File: config.mk
export PLATFORM = sky130hd
export DESIGN_NAME = ex_mem
export DESIGN_NICKNAME = d
export VERILOG_FILES = /design/src/rtl/ex_mem_pkg.sv /design/src/rtl/ex_mem.sv
export SDC_FILE = /design/constraint.sdc
export NUM_CORES = 1
export LEC_CHECK = 0
export ABC_CLOCK_PERIOD_IN_PS = 1400
export BUFFER_PORTS_ARGS = -buffer_cell sky130_fd_sc_hd__buf_4
export CORE_AREA = 2 2 135 137
export CTS_CLUSTER_DIAMETER = 100
export DETAILED_ROUTE_END_ITERATION = 6
export DIE_AREA = 0 0 137 139
export GPL_ROUTABILITY_DRIVEN = 0
export PLACE_DENSITY_LB_ADDON = 0.12
export SYNTH_ARGS = -nofsm -noshare
export SYNTH_HDL_FRONTEND = slang
export SYNTH_SLANG_ARGS = --single-unit
File: constraint.sdc
create_clock -name clk -period 1.4 [get_ports clk]
set_input_delay 0.14 -clock clk [delete_from_list [all_inputs] [get_ports clk]]
set_output_delay 0.14 -clock clk [all_outputs]
set_load 0.02 [all_outputs]
File: src/rtl/ex_mem_pkg.sv
// Shared definitions for the EX/MEM pipeline register: bus widths, stall-bit
// indices, reset polarity and the classification of each clock edge into the
// action the register stage takes.
package ex_mem_pkg;

  localparam int REG_W       = 32;
  localparam int REG_ADDR_W  = 5;
  localparam int DREG_W      = 2 * REG_W;

  typedef logic [REG_W-1:0]      RegBus;
  typedef logic [REG_ADDR_W-1:0] RegAddrBus;
  typedef logic [DREG_W-1:0]     DoubleRegBus;

  localparam logic Stop      = 1'b1;
  localparam logic NoStop    = 1'b0;
  localparam logic RstEnable = 1'b0;

  localparam int STALL_EX  = 3;
  localparam int STALL_MEM = 4;

  // What the register stage does on a given (non-reset) clock edge.
  typedef enum logic [1:0] {
    MODE_CLEAR   = 2'd0,  // flush: drop the held instruction and any MAC state
    MODE_BUBBLE  = 2'd1,  // ex stalled, mem running: send NOP, capture MAC feedback
    MODE_ADVANCE = 2'd2,  // ex running: pass the instruction on to mem
    MODE_HOLD    = 2'd3   // mem stalled (or illegal stall combo): freeze everything
  } stage_mode_e;

  // Flush wins over any stall. The illegal combination "mem stalled while ex
  // runs" falls through to hold so an upstream glitch never corrupts mem.
  function automatic stage_mode_e classify_edge(input logic flush,
                                                input logic stall_ex,
                                                input logic stall_mem);
    stage_mode_e mode;
    if (flush) begin
      mode = MODE_CLEAR;
    end else if (stall_ex == Stop && stall_mem == NoStop) begin
      mode = MODE_BUBBLE;
    end else if (stall_ex == NoStop && stall_mem == NoStop) begin
      mode = MODE_ADVANCE;
    end else begin
      mode = MODE_HOLD;
    end
    return mode;
  endfunction

endpackage

File: src/rtl/ex_mem.sv
// EX/MEM pipeline register of the five-stage MIPS core.
// Latches the GPR and HI/LO write requests from execute, honours the stall
// vector and flush, and (when EX_MEM_MADD_EN is defined) keeps the partial
// multiply-accumulate product and step count that execute feeds back to
// itself while it stalls. With EX_MEM_MADD_EN undefined the feedback outputs
// are constant zero and carry no flops; the ports stay for wiring stability.
module ex_mem
  import ex_mem_pkg::*;
#(
  parameter int DATA_W  = 32,
  parameter int ADDR_W  = 5,
  parameter int STALL_W = 6
) (
  input  logic                  clk,
  input  logic                  rst,
  input  logic [STALL_W-1:0]    stall,
  input  logic                  flush,
  input  logic [ADDR_W-1:0]     ex_wd,
  input  logic                  ex_wreg,
  input  logic [DATA_W-1:0]     ex_wdata,
  input  logic [DATA_W-1:0]     ex_hi,
  input  logic [DATA_W-1:0]     ex_lo,
  input  logic                  ex_whilo,
  input  logic [2*DATA_W-1:0]   hilo_temp_i,
  input  logic [1:0]            cnt_i,
  output logic [ADDR_W-1:0]     mem_wd,
  output logic                  mem_wreg,
  output logic [DATA_W-1:0]     mem_wdata,
  output logic [DATA_W-1:0]     mem_hi,
  output logic [DATA_W-1:0]     mem_lo,
  output logic                  mem_whilo,
  output logic [2*DATA_W-1:0]   hilo_temp_o,
  output logic [1:0]            cnt_o
);

  stage_mode_e mode;

  logic [ADDR_W-1:0] mem_wd_d,    mem_wd_q;
  logic              mem_wreg_d,  mem_wreg_q;
  logic [DATA_W-1:0] mem_wdata_d, mem_wdata_q;
  logic [DATA_W-1:0] mem_hi_d,    mem_hi_q;
  logic [DATA_W-1:0] mem_lo_d,    mem_lo_q;
  logic              mem_whilo_d, mem_whilo_q;

  // Only the ex and mem stall bits matter to this stage; the rest of the
  // vector is consumed elsewhere in the pipeline.
  logic unused_stall_bits;
  assign unused_stall_bits = ^stall;

  // Decode the edge action from flush and the two relevant stall bits.
  always_comb begin
    mode = classify_edge(flush, stall[STALL_EX], stall[STALL_MEM]);
  end

  // Next value of the mem-bound write request.
  always_comb begin
    mem_wd_d    = mem_wd_q;
    mem_wreg_d  = mem_wreg_q;
    mem_wdata_d = mem_wdata_q;
    mem_hi_d    = mem_hi_q;
    mem_lo_d    = mem_lo_q;
    mem_whilo_d = mem_whilo_q;
    case (mode)
      MODE_CLEAR, MODE_BUBBLE: begin
        mem_wd_d    = '0;
        mem_wreg_d  = 1'b0;
        mem_wdata_d = '0;
        mem_hi_d    = '0;
        mem_lo_d    = '0;
        mem_whilo_d = 1'b0;
      end
      MODE_ADVANCE: begin
        mem_wd_d    = ex_wd;
        mem_wreg_d  = ex_wreg;
        mem_wdata_d = ex_wdata;
        mem_hi_d    = ex_hi;
        mem_lo_d    = ex_lo;
        mem_whilo_d = ex_whilo;
      end
      default: begin
      end
    endcase
  end

  // Mem-bound write request register with synchronous active-low reset.
  always_ff @(posedge clk) begin
    if (rst == RstEnable) begin
      mem_wd_q    <= '0;
      mem_wreg_q  <= 1'b0;
      mem_wdata_q <= '0;
      mem_hi_q    <= '0;
      mem_lo_q    <= '0;
      mem_whilo_q <= 1'b0;
    end else begin
      mem_wd_q    <= mem_wd_d;
      mem_wreg_q  <= mem_wreg_d;
      mem_wdata_q <= mem_wdata_d;
      mem_hi_q    <= mem_hi_d;
      mem_lo_q    <= mem_lo_d;
      mem_whilo_q <= mem_whilo_d;
    end
  end

  assign mem_wd    = mem_wd_q;
  assign mem_wreg  = mem_wreg_q;
  assign mem_wdata = mem_wdata_q;
  assign mem_hi    = mem_hi_q;
  assign mem_lo    = mem_lo_q;
  assign mem_whilo = mem_whilo_q;

`ifdef EX_MEM_MADD_EN
  logic [2*DATA_W-1:0] hilo_temp_d, hilo_temp_q;
  logic [1:0]          cnt_d,       cnt_q;

  // MAC feedback: captured only on a bubble, cleared when execute advances
  // so the next MADD/MSUB starts from step 0.
  always_comb begin
    hilo_temp_d = hilo_temp_q;
    cnt_d       = cnt_q;
    case (mode)
      MODE_CLEAR, MODE_ADVANCE: begin
        hilo_temp_d = '0;
        cnt_d       = 2'd0;
      end
      MODE_BUBBLE: begin
        hilo_temp_d = hilo_temp_i;
        cnt_d       = cnt_i;
      end
      default: begin
      end
    endcase
  end

  // MAC feedback register with synchronous active-low reset.
  always_ff @(posedge clk) begin
    if (rst == RstEnable) begin
      hilo_temp_q <= '0;
      cnt_q       <= 2'd0;
    end else begin
      hilo_temp_q <= hilo_temp_d;
      cnt_q       <= cnt_d;
    end
  end

  assign hilo_temp_o = hilo_temp_q;
  assign cnt_o       = cnt_q;
`else
  // Without multiply-accumulate support the feedback path is constant zero.
  logic unused_mac_inputs;
  assign unused_mac_inputs = ^{hilo_temp_i, cnt_i};

  assign hilo_temp_o = '0;
  assign cnt_o       = 2'd0;
`endif

endmodule

==> flow_metrics.env <==
export IMPL_outcome="completed"
export IMPL_vias=3972
export IMPL_grt_pass1_vias=3927
export IMPL_setup_viol=0
export IMPL_core_um2=17660
export IMPL_ys_ff_latch=103
export IMPL_synthXorXnorAreaFrac=0
export IMPL_grt_start_max_net_pins=61
export IMPL_crit_family="flip-flops"
export IMPL_hp_class="input pin to register"
export IMPL_dp_hpwl_um=9012
export IMPL_synth_cell_types=11
export IMPL_worstSetupPathType="register to output pin"
export IMPL_cts_resized=0
export IMPL_ir_drop_mv=0.5709
export IMPL_fmax_mhz=1010
export IMPL_first_pass_iters=4
export IMPL_grt_ovfl_total=0
export IMPL_clock_latency_ns=0.34
export IMPL_synth_compound_area_frac=0.1122
export IMPL_reg2regPathDepth=2
export IMPL_cts_root_buf="clkbuf_16"
export IMPL_crit_path_end_kind="output pin"
export IMPL_cts_tree="done"
export IMPL_grt_use_total=0.1295
export IMPL_path_cells="buf_4"
export IMPL_fillCellCount=1857
export IMPL_leakage_uw=0.002773
export IMPL_seq_area_um2=2062
export IMPL_clock_sinks=103
export IMPL_finalPower_uw=6335
export IMPL_htreeDepth=3
export IMPL_grt_pass1_wl_um=19710
export IMPL_cpMaxStageDelayCell="dfxtp_1"
export IMPL_avgSynthCellArea_um2=8.749
export IMPL_slew_viol_final=0
export IMPL_rsz0062_at_grt="no"
export IMPL_clkTransAtPathRegs_ns=0.07
export IMPL_powerDensity_nw_per_um2=978.8
export IMPL_rows=49
export IMPL_multi_input_area_um2=2066
export IMPL_final_common_cell="buf_4"
export IMPL_finalCritPeriodShare=0.7075
export IMPL_antenna_found_initial=1
export IMPL_slowest_delay_ns=0.35
export IMPL_min_period_ns=0.9906
export IMPL_critPathRequiredTime_ns=1.26
export IMPL_drtAntennaViolNets=0
export IMPL_syn_area_um2=4593
export IMPL_tns_ns=0
export IMPL_area_growth_pct=40.92
export IMPL_drt_iter0_markers=69
export IMPL_worstPathArrival_ns=0.85
export IMPL_die_h_um=139
export IMPL_cts_hold_repair_buffers=0
export IMPL_post_cts_buffers=0
export IMPL_critPathBufInv=1
export IMPL_seqPwrFrac=0.476
export IMPL_boundaryPins=347
export IMPL_portBuffers=210
export IMPL_hold_depth=3
export IMPL_cts_buffers_inserted=9
export IMPL_p_sw_frac=0.2628
export IMPL_drc=0
export IMPL_synthSimpleGateAreaFrac=0.2819
export IMPL_pwr_share_clk=0.377
export IMPL_synth_top_family_by_area="simple AND/OR/NAND/NOR gates"
export IMPL_start_kind="register"
export IMPL_n_antenna_cell=0
export IMPL_cap_violations=0
export IMPL_die_area_um2=19040
export IMPL_routed_wl_um=12480
export IMPL_internal_power_uw=4670
export IMPL_drive_gt1_frac=0.3408
export IMPL_yosysSeqAreaShare=0.4489
export IMPL_synthCells=525
export IMPL_chipWidth_um=137
export IMPL_wire_per_inst_um=13.17
export IMPL_synthMuxAreaShare=0
export IMPL_initial_core_util=0.2601
export IMPL_final_nets=892
export IMPL_finClkSkew_ns=0
export IMPL_p_comb_frac=0.147
export IMPL_yosysWarnings=0
export IMPL_clk_path_buf_depth=2
export IMPL_mostFrequentLayoutCells="buf_4 (216), nand2_1 (103), a21oi_1 (103), dfxtp_1 (103), or3b_1 (97)"
export IMPL_finish_utilization=0.3666
export IMPL_cp_max_fo=2
export IMPL_yosys_area_share_adder=0
export IMPL_crit_cells=1
export IMPL_hold_viol_final=0
export IMPL_vias_per_cell=4.190
export IMPL_power_switching_uw=1665
## area by class of cell
class | count | share of cell area
clock buffers | 12 | 0.03808
multi-input cells | 376 | 0.3192
clock inverters | 4 | 0.004639
repair buffers | 224 | 0.2753
flip-flops and latches | 103 | 0.3186
well taps | 229 | 0.04427
## cells by family (layout without fill, tap and decap cells)
family | count (synthesis) | count (layout)
compound gates | 103 | 103
buf+inv | 111 | 240
flops | 103 | 103
other cells | 1 | 66
simple gates | 207 | 207
## cell usage after synthesis
master / instances / share of area
nand2_1: 103 / 0.084
dfxtp_1: 103 / 0.45
conb_1: 1 / 0.00082
buf_2: 12 / 0.013
buf_6: 5 / 0.012
clkbuf_1: 28 / 0.023
or3b_1: 97 / 0.18
buf_4: 66 / 0.11
or3b_2: 6 / 0.011
a21oi_1: 103 / 0.11
nand2b_1: 1 / 0.0014
## per-stage QoR
stage / cells / worst slack [ns] / hold slack [ns] / area, µm²
2_1_floorplan: 590 / 0.3622 / 0.3811 / 4837
6_report: 948 / 0.4094 / 0.1376 / 6472
3_5_place_dp: 932 / 0.1696 / 0.4446 / 6196
5_1_grt: 948 / 0.3554 / 0.1198 / 6472
3_3_place_gp: 932 / 0.1890 / 0.4395 / 6196
4_1_cts: 948 / 0.3891 / 0.1175 / 6472
## final timing paths
check / start / to / slack (ns)
max reg2reg: mem_lo[12]$_SDFFE_PN0P_ / mem_lo[12]$_SDFFE_PN0P_ / 0.80
min reg2reg: mem_wdata[15]$_SDFFE_PN0P_ / mem_wdata[15]$_SDFFE_PN0P_ / 0.45
min: ex_hi[31] / mem_hi[31]$_SDFFE_PN0P_ / 0.14
max: mem_lo[6]$_SDFFE_PN0P_ / mem_lo[6] / 0.41
## power groups by stage
stage | registers (µW) | clock network [µW] | logic [µW]
floorplan | 3160 | 0 | 590
global placement | 3080 | 0 | 927
detailed placement | 3090 | 0 | 937
CTS | 3020 | 2520 | 940
global route | 3020 | 2630 | 1020
finish | 3020 | 2390 | 932
## sequential cells by signal (all words and copies together), names as in the netlist
name       cells
mem_hi        32
mem_lo        32
mem_whilo      1
mem_wdata     32
mem_wreg       1
mem_wd         5
## per-layer routing
layer	share of wire	up-vias	wire, µm	track usage
li1	-	2016	-	-
met1	0.40	1781	4952	0.1464
met2	0.48	162	5993	0.2145
met3	0.11	11	1373	0.06689
met4	0.012	2	147	0.03256
met5	0.0013	-	16	0
(Power assumes the default switching activity.)
